$ cat config.mk
export PLATFORM = sky130hd
export DESIGN_NAME = dmem_arbiter
export DESIGN_NICKNAME = d
export VERILOG_FILES = /design/src/rtl/dmem_arbiter_pkg.sv /design/src/rtl/dmem_arb_starve.sv /design/src/rtl/dmem_arbiter.sv
export SDC_FILE = /design/constraint.sdc
export NUM_CORES = 1
export LEC_CHECK = 0
export ABC_AREA = 1
export BUFFER_PORTS_ARGS = -buffer_cell sky130_fd_sc_hd__buf_2
export CORE_AREA = 2 2 116 118
export DETAILED_ROUTE_END_ITERATION = 8
export DIE_AREA = 0 0 118 120
export GPL_TIMING_DRIVEN = 0
export PLACE_DENSITY = 0.42
export SYNTH_ARGS = -nofsm -noshare
export SYNTH_HDL_FRONTEND = slang
export SYNTH_SLANG_ARGS = --single-unit
$ cat constraint.sdc
create_clock -name clk -period 1.42 [get_ports clk]
set_input_delay 0.071 -clock clk [delete_from_list [all_inputs] [get_ports clk]]
set_output_delay 0.071 -clock clk [all_outputs]
set_load 0.005 [all_outputs]
$ cat src/rtl/dmem_arbiter_pkg.sv
// Shared types for the data-memory arbiter: read-owner and starvation-FSM encodings.
package dmem_arbiter_pkg;

  typedef enum logic [1:0] {
    OWN_NONE = 2'd0,
    OWN_PIPE = 2'd1,
    OWN_X    = 2'd2
  } owner_e;

  typedef enum logic {
    NORMAL  = 1'b0,
    FORCE_X = 1'b1
  } arb_state_e;

  localparam int STARVE_MAX_DEF = 4;

  // True when one more denied cycle brings the wait count up to the limit.
  function automatic logic starve_hit(input logic [3:0] cnt, input int max);
    logic [4:0] lim;
    lim = 5'(max);
    return ({1'b0, cnt} + 5'd1) == lim;
  endfunction

endpackage

$ cat src/rtl/dmem_arb_starve.sv
// Starvation guard: counts consecutive denied external requests and forces one
// external grant cycle once the count reaches STARVE_MAX.
module dmem_arb_starve
  import dmem_arbiter_pkg::*;
#(
  parameter int STARVE_MAX = STARVE_MAX_DEF
) (
  input  logic clk,
  input  logic clr,
  input  logic x_req,
  input  logic x_gnt,
  output logic force_x
);

  arb_state_e state, state_nxt;
  logic [3:0] wait_cnt, cnt_nxt;
  logic       denied;

  assign denied = x_req & ~x_gnt;

  always_ff @(posedge clk or posedge clr) begin
    if (clr) begin
      state    <= NORMAL;
      wait_cnt <= '0;
    end else begin
      state    <= state_nxt;
      wait_cnt <= cnt_nxt;
    end
  end

  always_comb begin
    state_nxt = state;
    cnt_nxt   = '0;
    if (denied) cnt_nxt = wait_cnt + 4'd1;
    case (state)
      NORMAL:  if (denied && starve_hit(wait_cnt, STARVE_MAX)) state_nxt = FORCE_X;
      FORCE_X: state_nxt = NORMAL;
      default: state_nxt = NORMAL;
    endcase
  end

  assign force_x = (state == FORCE_X);

endmodule

$ cat src/rtl/dmem_arbiter.sv
// Single-port data RAM arbiter between the MEM stage (default priority) and an
// external loader/debug port. Define ARB_STATS_EN to add the stat_conflicts counter.
module dmem_arbiter
  import dmem_arbiter_pkg::*;
#(
  parameter int STARVE_MAX = STARVE_MAX_DEF,
  parameter int AW         = 32,
  parameter int DW         = 32
) (
  input  logic          clk,
  input  logic          clr,
  input  logic          p_req,
  input  logic          p_we,
  input  logic [AW-1:0] p_addr,
  input  logic [DW-1:0] p_wdata,
  output logic          p_stall,
  output logic [DW-1:0] p_rdata,
  output logic          p_rvalid,
  input  logic          x_req,
  input  logic          x_we,
  input  logic [AW-1:0] x_addr,
  input  logic [DW-1:0] x_wdata,
  output logic          x_gnt,
  output logic [DW-1:0] x_rdata,
  output logic          x_rvalid,
  output logic          ram_we,
  output logic [AW-1:0] ram_addr,
  output logic [DW-1:0] ram_din,
  input  logic [DW-1:0] ram_dout
`ifdef ARB_STATS_EN
  ,
  output logic [15:0]   stat_conflicts
`endif
);

  logic   force_x;
  logic   pipe_gnt;
  owner_e rd_owner;

  dmem_arb_starve #(.STARVE_MAX(STARVE_MAX)) u_starve (
    .clk     (clk),
    .clr     (clr),
    .x_req   (x_req),
    .x_gnt   (x_gnt),
    .force_x (force_x)
  );

  // Grants are suppressed while clr is held so nothing reaches the RAM during reset.
  always_comb begin
    x_gnt    = 1'b0;
    pipe_gnt = 1'b0;
    if (!clr) begin
      if (force_x) begin
        x_gnt    = x_req;
        pipe_gnt = p_req & ~x_req;
      end else begin
        pipe_gnt = p_req;
        x_gnt    = ~p_req & x_req;
      end
    end
  end

  assign p_stall  = p_req & ~pipe_gnt & ~clr;

  // Idle cycles leave the p_* values on the RAM bus with we low.
  assign ram_we   = x_gnt ? x_we    : (pipe_gnt & p_we);
  assign ram_addr = x_gnt ? x_addr  : p_addr;
  assign ram_din  = x_gnt ? x_wdata : p_wdata;

  always_ff @(posedge clk or posedge clr) begin
    if (clr)                   rd_owner <= OWN_NONE;
    else if (x_gnt && !x_we)   rd_owner <= OWN_X;
    else if (pipe_gnt && !p_we) rd_owner <= OWN_PIPE;
    else                       rd_owner <= OWN_NONE;
  end

  assign p_rvalid = (rd_owner == OWN_PIPE);
  assign x_rvalid = (rd_owner == OWN_X);
  assign p_rdata  = ram_dout;
  assign x_rdata  = ram_dout;

`ifdef ARB_STATS_EN
  always_ff @(posedge clk or posedge clr) begin
    if (clr)                                          stat_conflicts <= '0;
    else if (p_req && x_req && stat_conflicts != 16'hFFFF) stat_conflicts <= stat_conflicts + 16'd1;
  end
`endif

endmodule

# After elaboration in Yosys (flattened, before gate mapping)
# Index checks and enable logic that the tools add are counted.
[word_totals]
ff_bits = 7
latch_bits = 0
mem_bits_rw = 0
romBits = 0
inputBits = 166
output_inout_bits = 133
wordCells = 37
n_memories = 0
[op_classes]
n_addsub = 2
multipliers = 0
div_mod_pow = 0
n_lt_le_gt_ge = 0
eq_ne = 3
shift = 0
muxes = 12
n_bitwise = 12
reduce_logical = 5
[ops]
columns = ["op", "count"]
rows = [
  ["$mux W32", 2],
  ["$mux W1", 7],
  ["$and A1 B1 Y1", 6],
  ["$not A1 Y1", 6],
  ["$add A4 B1 Y5 const B", 1],
  ["$eq A5 B3 Y1 const B", 1],
  ["$add A4 B1 Y4 const B", 1],
  ["$mux W4", 1],
  ["$logic_and A1 B1 Y1", 3],
  ["$eq A2 B1 Y1 const B", 1],
  ["$eq A2 B2 Y1 const B", 1],
  ["$logic_not A1 Y1", 2],
  ["$mux W2", 1],
  ["$pmux W1 S2", 1],
]

# Longest topological paths before layout
# Gate-level depths: netlist of the first run.
[depth]
word_depth = 9
mapped_depth = 8

# Modules after synthesis
# From an unflattened synthesis of the first run, not the netlist that was laid out.
[hier_totals]
cells_unflattened = 327
hier_area_um2 = 1810.5
[modules_own_cells]
columns = ["mod", "instances", "cells_per_inst", "area_each_um2", "seq_area_each_um2"]
rows = [
  ["dmem_arbiter", 1, 298, 1567.8, 50.0],
  ["dmem_arb_starve", 1, 29, 242.7, 125.1],
]

# Least setup slack after synthesis of the first run
# No wires, ideal clock.
[synth_timing]
kind = "reg2out"
start = "register u_starve.state (netlist: u_starve.force_x)"
end = "output ram_addr[13]"
arrival_time_ps = 986
path_slack_ps = 363
path_stages_with_launch = 8
n_path_buf = 2
path_cell_list = "dfrtp_1 -> inv_1 -> nand2_1 -> nand3_2 -> buf_6 -> buf_2 -> nand2_1 -> nand2_1"
[synth_between]
elab_chain_len = 3
[synth_rtl]
columns = ["element", "line", "rtl"]
rows = [
  ["start, declared", "dmem_arb_starve.sv:15", "arb_state_e state, state_nxt;"],
  ["start signal, assigned", "dmem_arb_starve.sv:26", "state <= state_nxt;"],
  ["$mux W1", "dmem_arbiter.sv:53", "if (force_x) begin"],
  ["$mux W1", "dmem_arbiter.sv:52", "if (!clr) begin"],
  ["$mux W32", "dmem_arbiter.sv:67", "assign ram_addr = x_gnt ? x_addr : p_addr;"],
  ["end, declared", "dmem_arbiter.sv:27", "output logic [AW-1:0] ram_addr,"],
]
# Every way passes these cells.

# Worst setup path in the final report of the first run
[layout_timing]
start = "register u_starve.state (netlist: u_starve.force_x)"
end = "output ram_din[10]"
[layout_between]
elab_chain_len = 3
[layout_rtl]
columns = ["element", "line", "rtl"]
rows = [
  ["$mux W1", "dmem_arbiter.sv:53", ""],
  ["$mux W1", "dmem_arbiter.sv:52", ""],
  ["$mux W32", "dmem_arbiter.sv:68", "assign ram_din = x_gnt ? x_wdata : p_wdata;"],
  ["end, declared", "dmem_arbiter.sv:28", "output logic [DW-1:0] ram_din,"],
]
# Every way passes these cells.

==> metrics.md, run 1 <==
| Metric | Value |
|---|---|
| Clk_lat worst skew | `230 ps` |
| Largest net degree at the start of global routing | `11` |
| Yosys top cell by area | `nand2_1` |
| Largest cells by area after synthesis | `nand2_1 45%, buf_4 29%, dfrtp_1 10%, buf_6 4.0%, buf_2 2.4%` |
| Cts bufs inserted | `3` |
| Synth Area in Adders | `0.0149` |
| Initial antenna violation count | `1` |
| Multi-input gate area | `980 sq um` |
| Status | `complete, but fails checks` |
| Mapped Cells | `318` |
| Crit. Startpoint | `u_starve.force_x` |
| Final setup vio count | `64` |
| Largest family of logic cells by synthesized area | `simple AND/OR/NAND/NOR gates` |
| Final period util | `1.08` |
| Ratio of cells with drive above 1 in the final layout | `0.654` |
| IO Count | `299` |
| Post-synthesis compound-gate area fraction | `0.00747` |
| Fraction of registers with async set/reset | `1.00` |
| Worst-margin pin slew | `371 ps` |
| Starting Density | `0.129` |
| Vias in the first global route | `2,475` |
| WS Path Type | `reg -> out` |
| Relative slew slack | `0.752` |
| Post-synthesis mux area share | `0` |
| Hold Crit Start | `p_we` |
| Area grow syn2layout | `116%` |
| Routed via count | `2,781` |
| Final Max Slew Viols | `0` |
| CP max-delay cell | `dfrtp_1` |
| Worst setup EP type | `primary output` |
| Max Cap Viol | `0` |
| Yosys top cell area share | `0.455` |
| Count leader, synth | `nand2_1` |
| Post-DP HPWL | `6760 um` |
| Cells after DPL | `760` |
| Hold Vio Cnt, Final | `0` |
| Die area | `14,200 sq um` |
| CTS tree | `yes` |
| R2R Setup Slk | `300 ps` |
| Max rail drop VDD | `0.265 mV` |
| Iteration-0 DRC Markers | `56` |
| Mean Syn Cell Area | `5.27 sq um` |
| Sequential fraction of the synthesis area | `0.105` |
| Tightest Hold Check Type | `in -> reg` |
| Core footprint | `13,000 sq um` |
| Leakage power | `0.00235 uW` |
| Sequential Area | `175 sq um` |
| Site row count | `42` |
| H-tree levels | `1` |
| Reg-to-reg endpoint | `u_starve.wait_cnt[3]` |
| Yosys cell types | `14` |
| Simple-gate area share of the yosys netlist | `0.500` |
| Pwr Total | `1590 uW` |
| R2R depth | `6` |
| Mapped cell area | `1680 sq um` |
| Synth warnings | `0` |
| CTS Sinks | `7` |
| CP cell instances | `inv_2, nand2_4, nand3_4, inv_4, buf_12, buf_8, nand2_1, nand2_2, buf_2` |
| DRC viols | `0` |
| CTS clock-pin slew for the worst setup and hold paths | `40 ps` |
| P per Cell Area | `440 nW/um^2` |
| Ys flop type | `dfrtp_1` |
| Number of buffers added on ports | `266` |
| Slowest Stage Delay on Critical Path | `380 ps` |
| Worst setup SP type | `flip-flop` |
| All-Layer GR Usage | `0.0969` |
| Clock Skew | `1.06 ps` |
| Die H | `120 um` |
| CP required | `1350 ps` |
| Number of synthesized flops with an enable pin | `0` |
| Nets | `768` |
| Final min period | `1530 ps` |
| First-pass GRT wire length | `11,300 um` |
| Most frequent cells after synthesis | `203 x nand2_1, 64 x buf_4, 10 x nor2_1, 8 x buf_2, 8 x inv_1` |
| Critical path fanouts, max | `10` |
| Worst Setup EP | `ram_din[10]` |
| Hold Slack | `4.28 ps` |
| Fin Setup TNS | `-4000 ps` |
| Syn Nets | `486` |
| Overflow after GRT | `0` |
| Longest Clk Path Bufs | `2` |
| First-pass iteration count of the detailed router | `4` |
| Synth Register Bits | `7` |
| Final ANT Viol Nets | `0` |
| Root buffer cell | `clkbuf_16` |
| Worst reg2reg startpoint | `u_starve.force_x` |
| Die width | `118 um` |
| Wire per inst | `10.3 um` |
| Synth Area in XOR/XNOR | `0` |
| Vias/cell | `3.58` |
| Detailed Route WL | `7990 um` |
| Setup repair after global routing missed its margin | `yes` |
| Fin worst setup slack | `-109 ps` |
| Fin cells | `776` |
| Max Clk Rate | `654 MHz` |
| GPL Wtd Cong | `0.797` |
| Data arrival, critical path | `1460 ps` |
| Failing checks | `negative setup slack` |
| Filler cells | `1,442` |
[worst max-delay path: cells and delay by family, from the launching register on]
kind / cells / cell delay [ps]
buffers and inverters: 5 / 550
flip-flops: 1 / 380
AND/OR/NAND/NOR: 4 / 290
[report_power, final]
group	switching (uW)	internal (uW)	total [uW]	leakage, uW
sequential	8.55	209	218	0.0000949
combinational	361	523	884	0.00221
clock	111	374	485	0.0000382
[cell type report]
cell class / instances / area share
plain buffers: 77 / 0.179
repair buffers: 278 / 0.406
clock buffers: 4 / 0.0218
diodes: 1 / 0.000693
well taps: 176 / 0.0610
multi-input cells: 223 / 0.271
flip-flops and latches: 7 / 0.0485
inverters: 10 / 0.0111
[cells in the final DEF, fill, tap and decap left out]
cell	count
buf_4	71
buf_6	8
nand2_1	172
buf_2	267
diode_2	1
dlygate4sd3_1	1
dfrtp_1	7
buf_12	1
nor2_1	10
nand4_1	2
nand2_4	4
inv_1	7
nand2_2	27
a21boi_0	1
nand3_1	3
inv_4	1
buf_8	5
a21oi_1	1
ha_1	2
inv_2	2
clkbuf_16	5
clkbuf_1	1
nand3_4	1
[layer usage]
metal / GRT usage / up-vias / wire (um)
met1: 0.103 / 1164 / 2890
met4: 0.0136 / 0 / 39
li1: - / 1446 / -
met5: 0 / - / 0
met2: 0.199 / 167 / 4360
met3: 0.0171 / 4 / 697
[cells by family (layout without fill, tap and decap cells)]
kind of cell    Yosys count  in the layout
simple gates            219            219
buf+inv                  88            369
flops                     7              7
fa+ha+maj                 2              2
compound gates            2              2
other cells               0              1
[timing repair]
item / CTS / global route
setup endpoints to repair: 65 / 65
hold endpoints to repair: 7 / 0
gates cloned: 1 / 2
gates resized for setup: 27 / 34
hold buffers: 1 / 0
pin swaps: 0 / 3
setup buffers: 5 / 3
[state kept, by name, indices dropped and copies added, names as in the netlist]
name	flops
u_starve.wait_cnt	4
rd_owner	2
u_starve.force_x	1
[worst min-delay path by stage]
stage / to / slack [ps] / cells after the start
finish: rd_owner[0] / 4 / 2
floorplan: rd_owner[0] / -140 / 1
global placement: rd_owner[1] / 1 / 2
global route: rd_owner[0] / 20 / 2
CTS: rd_owner[0] / 2 / 2
detailed placement: u_starve.wait_cnt[3] / 6 / 2
[metrics by stage]
step	utilization	cell area [sq um]	setup WS (ps)
floorplan	-	1680	363
global placement	0.249	3230	-0.107
detailed placement	0.249	3230	-10.3
CTS	0.265	3450	-101
global route	0.278	3610	-159
finish	0.278	3610	-109
Power figures use the tool's default switching activity.
==> inputs of run 2 (changes only) <==
--- a/config.mk
+++ b/config.mk
@@ -5,13 +5,12 @@
 export SDC_FILE = /design/constraint.sdc
 export NUM_CORES = 1
 export LEC_CHECK = 0
-export ABC_AREA = 1
 export BUFFER_PORTS_ARGS = -buffer_cell sky130_fd_sc_hd__buf_2
-export CORE_AREA = 2 2 116 118
+export CORE_AREA = 2 2 117 119
 export DETAILED_ROUTE_END_ITERATION = 8
-export DIE_AREA = 0 0 118 120
+export DIE_AREA = 0 0 119 121
 export GPL_TIMING_DRIVEN = 0
-export PLACE_DENSITY = 0.42
+export PLACE_DENSITY = 0.41
 export SYNTH_ARGS = -nofsm -noshare
 export SYNTH_HDL_FRONTEND = slang
 export SYNTH_SLANG_ARGS = --single-unit
==> run 2 against run 1 <==
  * First-iteration DRC count decreased by 70%
  * Area after synthesis decreased by 3.9%
  * Largest power group unchanged
  * Clock power decreased by 3%
  * Sequential power decreased by 2%
  * Non-clock buffer count decreased by 3
  * Sequential cell count unchanged
  * Cell count decreased by 19%
  * Critical endpoint is now ram_din[4]
  * Hold slack improved by 14 ps
  * Fmax decreased by 15%
  * Via count decreased by 19%
  * Clock skew decreased by 0.63 ps
  * Critical path depth decreased by 2
  * The flow still finishes with violations (negative setup slack)
==> metrics.md, run 2 <==
| Metric | Value |
|---|---|
| Status | `complete, but fails checks` |
| Failing checks | `negative setup slack` |
| Critical path fanouts, max | `5` |
| Setup repair after global routing missed its margin | `yes` |
| Worst-margin pin slew | `383 ps` |
| Worst setup SP type | `flip-flop` |
| Pre-CTS setup slack | `-456 ps` |
| Largest cells by area after synthesis | `buf_4 30%, mux2_1 28%, mux2_2 17%, dfrtp_1 11%, buf_6 2.8%` |
| Routed via count | `2,250` |
| H-tree levels | `1` |
| Initial antenna violation count | `0` |
| Site row count | `42` |
| First-pass GRT wire length | `10,300 um` |
| Largest reg by FF count | `u_starve.wait_cnt` |
| Yosys top cell area share | `0.303` |
| Final min period | `1800 ps` |
| Most frequent cells after synthesis | `65 x buf_4, 40 x mux2_1, 24 x mux2_2, 7 x dfrtp_1` |
| Largest net degree at the start of global routing | `11` |
| WS Path Type | `reg -> out` |
| Most frequent cells in the layout | `219 x buf_2, 67 x buf_4, 50 x buf_6` |
| Die H | `121 um` |
| Tightest Hold Check Type | `in -> reg` |
| Data arrival, critical path | `1730 ps` |
| Cts bufs inserted | `3` |
| Fin worst setup slack | `-378 ps` |
| Core footprint | `13,100 sq um` |
| Leakage power | `0.00224 uW` |
| Slowest Stage Delay on Critical Path | `380 ps` |
| Longest Clk Path Bufs | `2` |
| Relative slew slack | `0.743` |
| Yosys cell types | `21` |
| Worst setup EP type | `primary output` |
| Commonest non-fill, non-tap cell in the layout | `buf_2` |
| Design area | `4030 sq um` |
| Count leader, synth | `buf_4` |
| CP max-delay cell | `dfrtp_1` |
| Clock power share | `0.266` |
| Int Pwr | `1330 uW` |
| Clock Skew | `0.424 ps` |
| Share of power burned in registers | `0.121` |
| Largest register FFs | `4` |
| Final period util | `1.27` |
| All-Layer GR Usage | `0.0894` |
| Ys flop type | `dfrtp_1` |
| Die area | `14,400 sq um` |
| Sequential fraction of the synthesis area | `0.109` |
| Fraction of registers with async set/reset | `1.00` |
| Yosys top cell by area | `buf_4` |
| Utilization after layout | `0.308` |
| Max rail drop VDD | `1.11 mV` |
| CP most frequent cell | `buf_6` |
| Cells after DPL | `610` |
| GPL Wtd Cong | `0.691` |
| Vias in the first global route | `2,025` |
| Placement Cell Area | `3160 sq um` |
| N_diodes | `0` |
| Syn Nets | `336` |
| Overflow after GRT | `0` |
| Wire per inst | `13.4 um` |
| Final setup vio count | `65` |
| Iteration-0 DRC Markers | `17` |
| Post-DP HPWL | `6680 um` |
| Fin cells | `629` |
| Detailed Route WL | `8400 um` |
| First-pass iteration count of the detailed router | `4` |
| Starting Density | `0.123` |
| P per Cell Area | `438 nW/um^2` |
| CTS Sinks | `7` |
| Synth warnings | `0` |
| Final Max Slew Viols | `0` |
| Final ANT Viol Nets | `0` |
| Comb power frac | `0.613` |
| Net Sw Power | `440 uW` |
| Vias/cell | `3.58` |
| Area grow syn2layout | `151%` |
| Ratio of cells with drive above 1 in the final layout | `0.927` |
| Crit path max-delay family | `buffers and inverters` |
| Root buffer cell | `clkbuf_16` |
| WP buf/inv | `4` |
| CP cell instances | `nor2b_4, nor3b_4, buf_6, clkbuf_16, buf_8, mux2_4, buf_6` |
| CP required | `1350 ps` |
| Sw Share | `0.249` |
| Filler cells | `1,367` |
| Clk_lat worst skew | `230 ps` |
| CTS tree | `yes` |
| Pwr Total | `1770 uW` |
| Max Cap Viol | `0` |
| Mean Syn Cell Area | `9.59 sq um` |
| Nets | `622` |
| Synth Register Bits | `7` |
| Die width | `119 um` |
| Hold Vio Cnt, Final | `0` |
| Mapped Cells | `168` |
| Number of buffers added on ports | `266` |
| DRC viols | `0` |
| Mapped cell area | `1610 sq um` |
| CTS clock-pin slew for the worst setup and hold paths | `40 ps` |
| IO Count | `299` |
| Max Clk Rate | `556 MHz` |
| Number of synthesized flops with an enable pin | `0` |
run 2: changes by cell type in the layout (fill, tap and decap cells not counted), sizes merged, moves of 4 or more:
| cell | previous run | this run |
|---|---|---|
| nor2 | 10 | 4 |
| mux2 | 0 | 64 |
| buf | 352 | 345 |
| inv | 10 | 2 |
| nand2 | 203 | 2 |
| clkbuf | 6 | 10 |
| nor2b | 0 | 5 |
run 2: cells by family (layout without fill, tap and decap cells):
family | after synthesis | count (layout) | synth area share
buffers and inverters | 73 | 358 | 0.342
adder cells (fa/ha/maj) | 2 | 2 | 0.0155
XOR/XNOR | 2 | 2 | 0.0109
multiplexers | 64 | 64 | 0.448
flip-flops | 7 | 7 | 0.109
AO/OA/AOI/OAI | 2 | 2 | 0.00621
AND/OR/NAND/NOR | 18 | 18 | 0.0692
run 2: path summary, 6_finish.rpt:
kind / startpoint / endpoint / slack (ps) / cells after the start
max: u_starve.force_x / ram_din[4] / -380 / 7
min: x_we / rd_owner[1] / 20 / 2
max reg2reg: u_starve.force_x / rd_owner[1] / 50 / 7
min reg2reg: u_starve.wait_cnt[0] / u_starve.wait_cnt[0] / 490 / 1
max in group asynchronous: clr / u_starve.wait_cnt[1] / 780 / 3
min in group asynchronous: clr / rd_owner[0] / 410 / 3
run 2: power by group through the flow:
stage | registers (uW) | clock network [uW] | logic, uW
2_1_floorplan | 214 | 0 | 349
3_3_place_gp | 215 | 0 | 780
3_5_place_dp | 216 | 0 | 780
4_1_cts | 213 | 479 | 894
5_1_grt | 215 | 494 | 1160
6_report | 213 | 469 | 1080
run 2: per-stage QoR:
| step | setup TNS (ps) | hold WS [ps] |
|---|---|---|
| after floorplan | 0 | -117 |
| after global placement | -19080 | 60.6 |
| after detailed placement | -21370 | 64.7 |
| after CTS | -24880 | 15.9 |
| after global routing | -25320 | 25.3 |
| final | -22040 | 18.7 |
run 2: cell type report:
class | count | area [sq um] | share of cell area
Timing Repair Buffer | 281 | 1880 | 0.467
Multi-Input combinational cell | 88 | 1070 | 0.265
Buffer | 71 | 601 | 0.149
Tap cell | 176 | 220 | 0.0546
Sequential cell | 7 | 175 | 0.0434
Clock buffer | 4 | 78.8 | 0.0195
Inverter | 2 | 7.51 | 0.00186
run 2: routing by layer:
metal  share of wire  routed length, um  GRT usage  vias up
met5               0                  0          0        -
met4          0.0015                 13    0.00149        0
met3           0.068                570     0.0197        2
met2            0.57               4810      0.183      136
met1            0.36               3010     0.0981     1034
li1                -                  -          -     1078
run 2: what timing repair did:
| action | in CTS | in global routing |
|---|---|---|
| setup endpoints to repair | 65 | 67 |
| buffers inserted | 5 | 2 |
| cloned | 1 | 6 |
| resized for setup | 47 | 74 |
| hold endpoints to repair | 7 | 0 |
| hold buffers | 1 | 0 |
| pin swaps | 1 | 1 |
==> inputs of run 3 (changes only) <==
--- a/config.mk
+++ b/config.mk
@@ -6,11 +6,13 @@
 export NUM_CORES = 1
 export LEC_CHECK = 0
 export BUFFER_PORTS_ARGS = -buffer_cell sky130_fd_sc_hd__buf_2
-export CORE_AREA = 2 2 117 119
+export CORE_AREA = 2 2 116 118
 export DETAILED_ROUTE_END_ITERATION = 8
-export DIE_AREA = 0 0 119 121
+export DIE_AREA = 0 0 118 120
 export GPL_TIMING_DRIVEN = 0
-export PLACE_DENSITY = 0.41
+export PLACE_DENSITY = 0.43
+export SLEW_MARGIN = 10
 export SYNTH_ARGS = -nofsm -noshare
 export SYNTH_HDL_FRONTEND = slang
+export SYNTH_HIERARCHICAL = 1
 export SYNTH_SLANG_ARGS = --single-unit
==> run 3 against run 2 <==
  * The flow still finishes with violations (negative setup slack)
  * Sequential power barely moved
  * Sequential cell count is the same
  * Critical endpoint is now ram_din[15]
  * Synthesized cell count up 0.60%
  * Sequential share of layout area grew 0.081 points
  * Fmax increased by 5.4%
  * Setup slack better by 92 ps
  * Area after synthesis increased by 9.2%
  * Critical path type unchanged
  * Die area decreased by 1.7%
  * Largest power group unchanged
==> metrics.md, run 3 <==
| Metric | Value |
|---|---|
| Status | `complete, but fails checks` |
| Failing checks | `negative setup slack` |
| Fraction of registers with async set/reset | `1.00` |
| First-pass GRT wire length | `10,300 um` |
| Worst setup EP type | `primary output` |
| Number of synthesized flops with an enable pin | `0` |
| Clk_lat worst skew | `230 ps` |
| Worst reg2reg startpoint | `u_starve/force_x` |
| Count leader, synth | `buf_4` |
| Yosys top cell by area | `mux2_4` |
| Hold depth | `2` |
| Post-DP HPWL | `6240 um` |
| Root buffer cell | `clkbuf_16` |
| Ys flop type | `dfrtp_1` |
| Synth Register Bits | `7` |
| Vias/cell | `3.54` |
| Nets | `621` |
| Pwr Total | `1730 uW` |
| Sequential fraction of the synthesis area | `0.0996` |
| Worst-margin pin slew | `251 ps` |
| H-tree levels | `1` |
| Final setup vio count | `68` |
| Filler cells | `1,369` |
| Max Clk Rate | `586 MHz` |
| Cts bufs inserted | `3` |
| Worst setup SP type | `flip-flop` |
| Fin Setup TNS | `-16,800 ps` |
| Initial antenna violation count | `1` |
| Final period util | `1.20` |
| Hold Vio Cnt, Final | `0` |
| Hold Crit Start | `x_we` |
| Commonest non-fill, non-tap cell in the layout | `buf_2` |
| WS Path Type | `reg -> out` |
| Max rail drop VDD | `0.675 mV` |
| IO Count | `299` |
| CP required | `1350 ps` |
| Design area | `3960 sq um` |
| First-pass iteration count of the detailed router | `4` |
| Clock Skew | `0.684 ps` |
| Leakage power | `0.00234 uW` |
| Slowest Stage Delay on Critical Path | `390 ps` |
| Yosys cell types | `21` |
| Final Max Slew Viols | `0` |
| R2R depth | `9` |
| Relative slew slack | `0.831` |
| Largest reg by FF count | `u_starve/wait_cnt` |
| Hold Slack | `11.5 ps` |
| Max Cap Viol | `0` |
| Critical path fanouts, max | `8` |
| Sequential Area | `175 sq um` |
| Tightest Hold Check Type | `in -> reg` |
| Utilization after layout | `0.305` |
| Reg-to-reg endpoint | `u_starve/force_x` |
| Area grow syn2layout | `125%` |
| CP max-delay cell | `dfrtp_1` |
| Largest cells by area after synthesis | `mux2_4 32%, buf_4 27%, mux2_2 17%, dfrtp_1 10%, buf_6 3.2%` |
| Detailed Route WL | `7280 um` |
| Final ANT Viol Nets | `0` |
| Starting Density | `0.135` |
| Mean Syn Cell Area | `10.4 sq um` |
| Syn Nets | `337` |
| Mapped cell area | `1760 sq um` |
| WHS Endpoint | `rd_owner[1]` |
| Iteration-0 DRC Markers | `20` |
| Setup repair after global routing missed its margin | `yes` |
| GPL Wtd Cong | `0.748` |
| Overflow after GRT | `0` |
| Yosys top cell area share | `0.325` |
| Fin worst setup slack | `-285 ps` |
| Multi-input gate area | `1070 sq um` |
| Die width | `118 um` |
| Wire per inst | `11.6 um` |
| Synth warnings | `6` |
| All-Layer GR Usage | `0.0872` |
| N_diodes | `0` |
| R2R Setup Slk | `-190 ps` |
| Data arrival, critical path | `1630 ps` |
| Crit. Startpoint | `u_starve/force_x` |
| P per Cell Area | `437 nW/um^2` |
| CTS clock-pin slew for the worst setup and hold paths | `30 ps` |
| CTS tree | `yes` |
| CP cell instances | `nand2b_4, nand3_4, buf_12, clkbuf_16, mux2_4, buf_6` |
| CTS Sinks | `7` |
| Final min period | `1710 ps` |
| DRC viols | `0` |
| Die H | `120 um` |
| Die area | `14,200 sq um` |
| Longest Clk Path Bufs | `2` |
| Site row count | `42` |
| Core footprint | `13,000 sq um` |
| Routed via count | `2,222` |
| Mapped Cells | `169` |
| Most frequent cells in the layout | `223 x buf_2, 69 x buf_4, 44 x mux2_4, 44 x buf_6, 20 x mux2_2` |
| Vias in the first global route | `2,151` |
| Most frequent cells after synthesis | `64 x buf_4, 38 x mux2_4, 26 x mux2_2, 7 x dfrtp_1` |
| Number of buffers added on ports | `266` |
| Largest net degree at the start of global routing | `11` |
| Ratio of cells with drive above 1 in the final layout | `0.934` |
| Placement Cell Area | `3320 sq um` |
| Largest register FFs | `4` |
run 3: how the worst max path moves through the flow:
stage                       end  slack (ps)  depth (start not counted)
5_1_grt              ram_din[3]        -340                          6
6_report            ram_din[15]        -290                          6
4_1_cts             ram_din[22]        -300                          6
2_1_floorplan  u_starve/force_x          20                          8
3_3_place_gp   u_starve/force_x        -140                          8
3_5_place_dp   u_starve/force_x        -180                          8
run 3: cell families (layout without fill, tap and decap cells):
family / count (synthesis) / in the layout / synth area share
multiplexers: 64 / 64 / 0.491
AO/OA/AOI/OAI: 1 / 1 / 0.00284
AND/OR/NAND/NOR: 18 / 18 / 0.0626
adder cells (fa/ha/maj): 2 / 2 / 0.0142
XOR/XNOR: 2 / 2 / 0.00997
buffers and inverters: 75 / 358 / 0.320
flip-flops: 7 / 7 / 0.0996
run 3: worst max-delay path, delay by kind of cell, from the launching register on:
family        cells  cell delay [ps]
flops             1              390
mux               1              300
buf+inv           3              460
simple gates      2              250
run 3: metrics by stage:
stage          worst slack, ps  cells
2_1_floorplan             23.7    169
3_3_place_gp              -139    611
3_5_place_dp              -175    611
4_1_cts                   -299    624
5_1_grt                   -342    628
6_report                  -285    628
run 3: metal layers:
| metal | share of wire | vias to the layer above | track usage |
|---|---|---|---|
| met1 | 0.33 | 999 | 0.0852 |
| met4 | 0 | 2 | 0.00452 |
| met2 | 0.58 | 141 | 0.189 |
| met5 | 0.0018 | - | 0 |
| li1 | - | 1078 | - |
| met3 | 0.088 | 2 | 0.0214 |
run 3: power breakdown:
group / internal, uW / switching, uW
registers: 209 / 7.36
clock network: 373 / 98.5
logic: 726 / 318
run 3: what timing repair did:
item	CTS	global route
hold buffers	2	0
pin swaps	1	0
setup buffers	5	2
endpoints found under the hold margin	7	0
resized for setup	63	8
gates cloned	2	2
setup endpoints to repair	66	70
run 3: final cells by class:
cell class,count,share of cell area
multi-input combinational,87,0.269
buffer,71,0.154
timing repair buffer,279,0.453
clock buffer,4,0.0199
inverter,4,0.00379
sequential,7,0.0442
tap,176,0.0556
